**src/rtl/regfile_mp_if.sv**
```systemverilog
// Register-file port bundle: two read ports with busy flags, two write ports,
// issue marking, flush and the pending count. Master is the pipeline side.
interface regfile_mp_if #(
    parameter int DATA_W = 32,
    parameter int ADDR_W = 5
);
    logic [ADDR_W-1:0] rd_addr1;
    logic [ADDR_W-1:0] rd_addr2;
    logic [DATA_W-1:0] rd_data1;
    logic [DATA_W-1:0] rd_data2;
    logic              rd_busy1;
    logic              rd_busy2;
    logic              wa_en;
    logic [ADDR_W-1:0] wa_addr;
    logic [DATA_W-1:0] wa_data;
    logic              wb_en;
    logic [ADDR_W-1:0] wb_addr;
    logic [DATA_W-1:0] wb_data;
    logic              iss_en;
    logic [ADDR_W-1:0] iss_addr;
    logic              flush;
    logic [ADDR_W:0]   pend_cnt;

    modport master (
        output rd_addr1, rd_addr2, wa_en, wa_addr, wa_data,
               wb_en, wb_addr, wb_data, iss_en, iss_addr, flush,
        input  rd_data1, rd_data2, rd_busy1, rd_busy2, pend_cnt
    );

    modport slave (
        input  rd_addr1, rd_addr2, wa_en, wa_addr, wa_data,
               wb_en, wb_addr, wb_data, iss_en, iss_addr, flush,
        output rd_data1, rd_data2, rd_busy1, rd_busy2, pend_cnt
    );
endinterface

```
**src/rtl/regfile_mp.sv**
```systemverilog
// Purpose: 2-read/2-write register file with write bypass and pending scoreboard.
// Latency: reads and busy combinational; writes/pending visible from array next cycle.
// Backpressure: none; issue stage stalls on rd_busy, pend_cnt is registered.
module regfile_mp #(
    parameter int          DATA_W    = 32,
    parameter int          ADDR_W    = 5,
    parameter int unsigned RESET_VAL = 32'd10,
    parameter int          R0_ZERO   = 1
) (
    input  logic         clk,
    input  logic         reset,
    regfile_mp_if.slave  bus
);
    localparam int              NREGS = 1 << ADDR_W;
    localparam bit              R0    = (R0_ZERO != 0);
    localparam logic [DATA_W-1:0] RST_W = DATA_W'(RESET_VAL);

    logic [DATA_W-1:0] mem [NREGS];
    logic [NREGS-1:0]  pend;
    logic [NREGS-1:0]  pend_nxt;
    logic [ADDR_W:0]   cnt_nxt;
    logic              wa_ok;
    logic              wb_ok;
    logic              iss_ok;

    // Effective enables: nothing is accepted while reset is held, and
    // register 0 silently drops writes/issues when hard-wired to zero.
    assign wa_ok  = reset && bus.wa_en  && !(R0 && bus.wa_addr  == '0);
    assign wb_ok  = reset && bus.wb_en  && !(R0 && bus.wb_addr  == '0);
    assign iss_ok = reset && bus.iss_en && !(R0 && bus.iss_addr == '0);

    always_comb begin
        pend_nxt = pend;
        for (int r = 0; r < NREGS; r++) begin
            if (bus.flush)
                pend_nxt[r] = 1'b0;
            else if (iss_ok && bus.iss_addr == ADDR_W'(r))
                pend_nxt[r] = 1'b1;
            else if ((wa_ok && bus.wa_addr == ADDR_W'(r)) ||
                     (wb_ok && bus.wb_addr == ADDR_W'(r)))
                pend_nxt[r] = 1'b0;
        end
    end

    always_comb begin
        cnt_nxt = '0;
        for (int r = 0; r < NREGS; r++)
            cnt_nxt = cnt_nxt + (ADDR_W+1)'(pend_nxt[r]);
    end

    // Port B is written last so it wins a same-address collision.
    always_ff @(posedge clk or negedge reset) begin
        if (!reset) begin
            for (int i = 0; i < NREGS; i++)
                mem[i] <= (R0 && i == 0) ? '0 : RST_W;
            pend         <= '0;
            bus.pend_cnt <= '0;
        end else begin
            if (wa_ok)
                mem[bus.wa_addr] <= bus.wa_data;
            if (wb_ok)
                mem[bus.wb_addr] <= bus.wb_data;
            pend         <= pend_nxt;
            bus.pend_cnt <= cnt_nxt;
        end
    end

    always_comb begin
        bus.rd_data1 = mem[bus.rd_addr1];
        if (wa_ok && bus.wa_addr == bus.rd_addr1)
            bus.rd_data1 = bus.wa_data;
        if (wb_ok && bus.wb_addr == bus.rd_addr1)
            bus.rd_data1 = bus.wb_data;
        if (R0 && bus.rd_addr1 == '0)
            bus.rd_data1 = '0;
    end

    always_comb begin
        bus.rd_data2 = mem[bus.rd_addr2];
        if (wa_ok && bus.wa_addr == bus.rd_addr2)
            bus.rd_data2 = bus.wa_data;
        if (wb_ok && bus.wb_addr == bus.rd_addr2)
            bus.rd_data2 = bus.wb_data;
        if (R0 && bus.rd_addr2 == '0)
            bus.rd_data2 = '0;
    end

    // A writeback landing this cycle is forwarded, so it no longer blocks.
    assign bus.rd_busy1 = pend[bus.rd_addr1] &&
                          !((wa_ok && bus.wa_addr == bus.rd_addr1) ||
                            (wb_ok && bus.wb_addr == bus.rd_addr1));
    assign bus.rd_busy2 = pend[bus.rd_addr2] &&
                          !((wa_ok && bus.wa_addr == bus.rd_addr2) ||
                            (wb_ok && bus.wb_addr == bus.rd_addr2));
endmodule
```
**src/flat_wrapper.sv**
```systemverilog
// flat-port wrapper written by rule: the top's interface ports become plain ports
module regfile_mp_flat 
#(
    parameter int          DATA_W    = 32,
    parameter int          ADDR_W    = 5,
    parameter int unsigned RESET_VAL = 32'd10,
    parameter int          R0_ZERO   = 1
)
  (clk, reset, bus_rd_addr1, bus_rd_addr2, bus_wa_en, bus_wa_addr, bus_wa_data, bus_wb_en, bus_wb_addr, bus_wb_data, bus_iss_en, bus_iss_addr, bus_flush, bus_rd_data1, bus_rd_data2, bus_rd_busy1, bus_rd_busy2, bus_pend_cnt);
  regfile_mp_if #(.DATA_W(DATA_W), .ADDR_W(ADDR_W)) bus_i ();
  input  logic clk;
  input  logic reset;
  input wire logic [$bits(bus_i.rd_addr1)-1:0] bus_rd_addr1;
  input wire logic [$bits(bus_i.rd_addr2)-1:0] bus_rd_addr2;
  input wire logic [$bits(bus_i.wa_en)-1:0] bus_wa_en;
  input wire logic [$bits(bus_i.wa_addr)-1:0] bus_wa_addr;
  input wire logic [$bits(bus_i.wa_data)-1:0] bus_wa_data;
  input wire logic [$bits(bus_i.wb_en)-1:0] bus_wb_en;
  input wire logic [$bits(bus_i.wb_addr)-1:0] bus_wb_addr;
  input wire logic [$bits(bus_i.wb_data)-1:0] bus_wb_data;
  input wire logic [$bits(bus_i.iss_en)-1:0] bus_iss_en;
  input wire logic [$bits(bus_i.iss_addr)-1:0] bus_iss_addr;
  input wire logic [$bits(bus_i.flush)-1:0] bus_flush;
  output wire logic [$bits(bus_i.rd_data1)-1:0] bus_rd_data1;
  output wire logic [$bits(bus_i.rd_data2)-1:0] bus_rd_data2;
  output wire logic [$bits(bus_i.rd_busy1)-1:0] bus_rd_busy1;
  output wire logic [$bits(bus_i.rd_busy2)-1:0] bus_rd_busy2;
  output wire logic [$bits(bus_i.pend_cnt)-1:0] bus_pend_cnt;
  assign bus_i.rd_addr1 = bus_rd_addr1;
  assign bus_i.rd_addr2 = bus_rd_addr2;
  assign bus_i.wa_en = bus_wa_en;
  assign bus_i.wa_addr = bus_wa_addr;
  assign bus_i.wa_data = bus_wa_data;
  assign bus_i.wb_en = bus_wb_en;
  assign bus_i.wb_addr = bus_wb_addr;
  assign bus_i.wb_data = bus_wb_data;
  assign bus_i.iss_en = bus_iss_en;
  assign bus_i.iss_addr = bus_iss_addr;
  assign bus_i.flush = bus_flush;
  assign bus_rd_data1 = bus_i.rd_data1;
  assign bus_rd_data2 = bus_i.rd_data2;
  assign bus_rd_busy1 = bus_i.rd_busy1;
  assign bus_rd_busy2 = bus_i.rd_busy2;
  assign bus_pend_cnt = bus_i.pend_cnt;
  regfile_mp #(.DATA_W(DATA_W), .ADDR_W(ADDR_W), .RESET_VAL(RESET_VAL), .R0_ZERO(R0_ZERO)) u_core (.clk(clk), .reset(reset), .bus(bus_i));
endmodule
```
**config.mk**
```make
export PLATFORM = sky130hd
export DESIGN_NAME = regfile_mp_flat
export DESIGN_NICKNAME = d
export VERILOG_FILES = /design/src/rtl/regfile_mp_if.sv /design/src/rtl/regfile_mp.sv /design/src/flat_wrapper.sv
export SDC_FILE = /design/constraint.sdc
export NUM_CORES = 2
export LEC_CHECK = 0
export BUFFER_PORTS_ARGS = -buffer_cell sky130_fd_sc_hd__buf_2
export CELL_PAD_IN_SITES_DETAIL_PLACEMENT = 0
export CELL_PAD_IN_SITES_GLOBAL_PLACEMENT = 1
export CORE_MARGIN = 8
export CORE_UTILIZATION = 50
export CTS_CLUSTER_SIZE = 24
export DETAILED_ROUTE_END_ITERATION = 6
export GPL_ROUTABILITY_DRIVEN = 0
export PLACE_DENSITY = 0.82
export SETUP_SLACK_MARGIN = 0.4
export SLEW_MARGIN = 20
export SYNTH_ARGS = -nofsm -noshare
export SYNTH_HDL_FRONTEND = slang
export SYNTH_SLANG_ARGS = --single-unit
```
**constraint.sdc**
```tcl
create_clock -name clk -period 6.7 [get_ports clk]
set_input_delay 0.67 -clock clk [delete_from_list [all_inputs] [get_ports clk]]
set_output_delay 0.67 -clock clk [all_outputs]
set_load 0.005 [all_outputs]
```
==> metrics <==
Core Area 137000 µm²; # port buffers ~170; adder-cell share of the synthesized area 0.00847; total CTS buffers ~120; ANT nets after route 0; Final nets between 6k and 7k; syn nets around 7k; FF+latch count, synth between 1k and 1.5k; row count 136; final hold vios 0; initial antenna violation count 26; worst setup path start bus_wa_addr[4]; total vias in the final route 56.2k; commonest non-fill, non-tap cells in the layout mux2i_1 (1266), dfrtp_1 (1000), nand2_1 (644); first-pass GRT wire length 380000 µm; Mapped Area 68500 µm²; Layout area overhead 7.41%; grt total ovfl 0; largest net degree at the start of global routing 180; total clock sinks around 1.1k; worst-path cell chain buf_2, and3_1, nand3b_1, o21ai_0, a2bb2oi_1, or2_2, fa_1, fa_1, inv_1, fa_1, inv_1, fa_1, fa_1, inv_1, fa_1, inv_1, fa_1, inv_1, fa_1, a21o_1, a21oi_2, xnor2_1; vias per cell 6.84; synthesized instance count ~6.7k; combinational family with the most area after synthesis multiplexers; Main synth FF type dfrtp_1; Worst-Margin Slew 1240 ps; crit path max fanout 11; status complete, but fails checks; htree depth 3; Final Cycle Share 0.859; Setup CP Type input pin to flop; Netlist cell types between 70 and 80; initial DRC count ~7.6k; relative slew slack 0.173; Clock Latency Late Sink between 700 and 800 ps; Crit path top cell by count fa_1; worst path bufs/invs 6; clock buffer depth 3; initial core utilization 0.501; FF+latch area ~27000 µm²; die area between 100000 and 150000 µm²; DR DRC count 1; Ys Warns 0; FMAX around 170 MHz; setup repair bufs after CTS 0; CP Capture Type flop; Tmin final roughly 5800 ps; failing checks design-rule violations; Fillers roughly 12k; fraction of registers with async set/reset 1.00; element type at the critical path start input pin; CTS tree yes; slowest stage delay, CP 500 ps; CP arrival approximately 6400 ps; CP top delay family adder cells; max-slew violation count 0; XOR/XNOR Fraction of Synth Area 0.00294; DP Wirelength roughly 140000 µm; unrepaired setup endpoints after global routing no; CTS hold repair buffers 0; Tot GR Track Use 0.344; final setup fails 0; Max Cap Viol 0; CP Data Required Time 7380 ps; layout cells sized above 1 0.175; Clk Tree Root Cell clkbuf_16; Resized Gates After CTS 0; multiplexer share of the synthesized area 0.311; Post-synth EDFFs 0; Synth Area in Compound Gates 0.134; reg-to-reg startpoint u_core.pend[22]; die height 386 µm; slowest cell on the critical path fa_1; routed wire length per instance ~32 µm; Die Wd 386 µm; Final Skew between 5 and 6 ps; total iterations of the first detailed-routing run 7; Pwr per Cell Area around 280 nW/µm²; Clock Pin Slew Worst Setup and Hold Paths roughly 60 ps; Final Util 0.538; I/O pins ~170; commonest non-fill, non-tap cell in the layout mux2i_1; Post-Synth Simple-Gate Area 0.0951; P_leak a little over 30 nW; register area share after synthesis 0.389; maximum VDD drop approximately 210 µV; mean cell area of the mapped netlist ~10 µm²; setup TNS 0 ps; WL final about 260000 µm; multi-input logic area between 30000 and 40000 µm²; Min-Delay Path Class input pin to async pin; vias in the first global route between 50k and 60k
-- final timing paths --
path / end / slack [ps] / depth (start not counted)
setup / recovery: u_core.bus.pend_cnt[4] / 940 / 22
hold / removal: u_core.bus.pend_cnt[1] / 100 / 2
setup reg to reg: u_core.bus.pend_cnt[4] / 1330 / 19
hold reg to reg: u_core.mem[1008] / 400 / 0
max in group asynchronous: u_core.mem[842] / 3650 / 5
min in group clk: u_core.mem[1008] / 400 / 0
-- state kept, by name, summed over array words and instances, names as in the netlist --
signal	flops
u_core.pend	32
u_core.bus.pend_cnt	6
u_core.mem	1024
-- kinds of logic (layout without fill, tap and decap cells) --
kind of cell	count (synthesis)	after routing
compound gates	1539	1539
xor+xnor	23	23
fa+ha+maj	32	32
buf+inv	910	587
flops	1062	1062
mux	1678	1678
other cells	0	14
simple gates	1488	1488
-- power by group --
part | internal (mW) | total, mW | switching (mW)
Sequential | 7.91 | 9.05 | 1.14
Clock | 3.97 | 6.82 | 2.85
Combinational | 2.30 | 4.53 | 2.22
-- stage by stage --
step	setup WS, ps	hold slack, ps	cells	cell area (µm²)	total power, mW
final	945	98.3	8217	73600	20.4
after global routing	730	162	8206	73600	21.2
after CTS	1010	112	8200	73500	20.3
after detailed placement	259	384	7979	69500	13.6
after global placement	285	377	7979	69500	13.3
after floorplan	413	374	6732	68600	12.2
-- worst reg2reg max path: cells and delay by family (launching register included) --
family          cells  cell delay, ps
flops               1             360
buf+inv             5             300
xor+xnor            1             130
fa+ha+maj           8            3480
simple gates        1             320
compound gates      4             680
-- synthesized netlist by cell type (all sizes together) (57+ instances only) --
| cell type | count | area, µm² |
|---|---|---|
| mux2 | 57 | 642 |
| mux4 | 355 | 8000 |
| dfstp | 62 | 1630 |
| dfrtp | 1000 | 25000 |
| buf | 328 | 1930 |
| a21oi | 463 | 2320 |
| nand2 | 670 | 2520 |
| clkbuf | 543 | 2050 |
| a22o | 72 | 631 |
| o221ai | 62 | 668 |
| mux2i | 1266 | 12700 |
| a31oi | 62 | 388 |
| o21ai | 584 | 2920 |
| nor2 | 528 | 2050 |
| o22ai | 75 | 469 |
-- cell type report --
cell class / count / area share
antenna: 14 / 0.000476
inverter: 39 / 0.00199
clock inverter: 26 / 0.00379
clock buffer: 195 / 0.0508
multi-input combinational: 4760 / 0.519
sequential: 1062 / 0.362
timing repair buffer: 327 / 0.0311
tap: 1794 / 0.0305
-- metal layers --
| metal | wire length (µm) | vias to the layer above | track usage |
|---|---|---|---|
| li1 | - | 23600 | - |
| met1 | 98500 | 27700 | 0.440 |
| met2 | 114000 | 3812 | 0.513 |
| met3 | 31400 | 1051 | 0.107 |
| met4 | 18200 | 18 | 0.202 |
| met5 | 122 | - | 0 |
(Power assumes the default switching activity.)
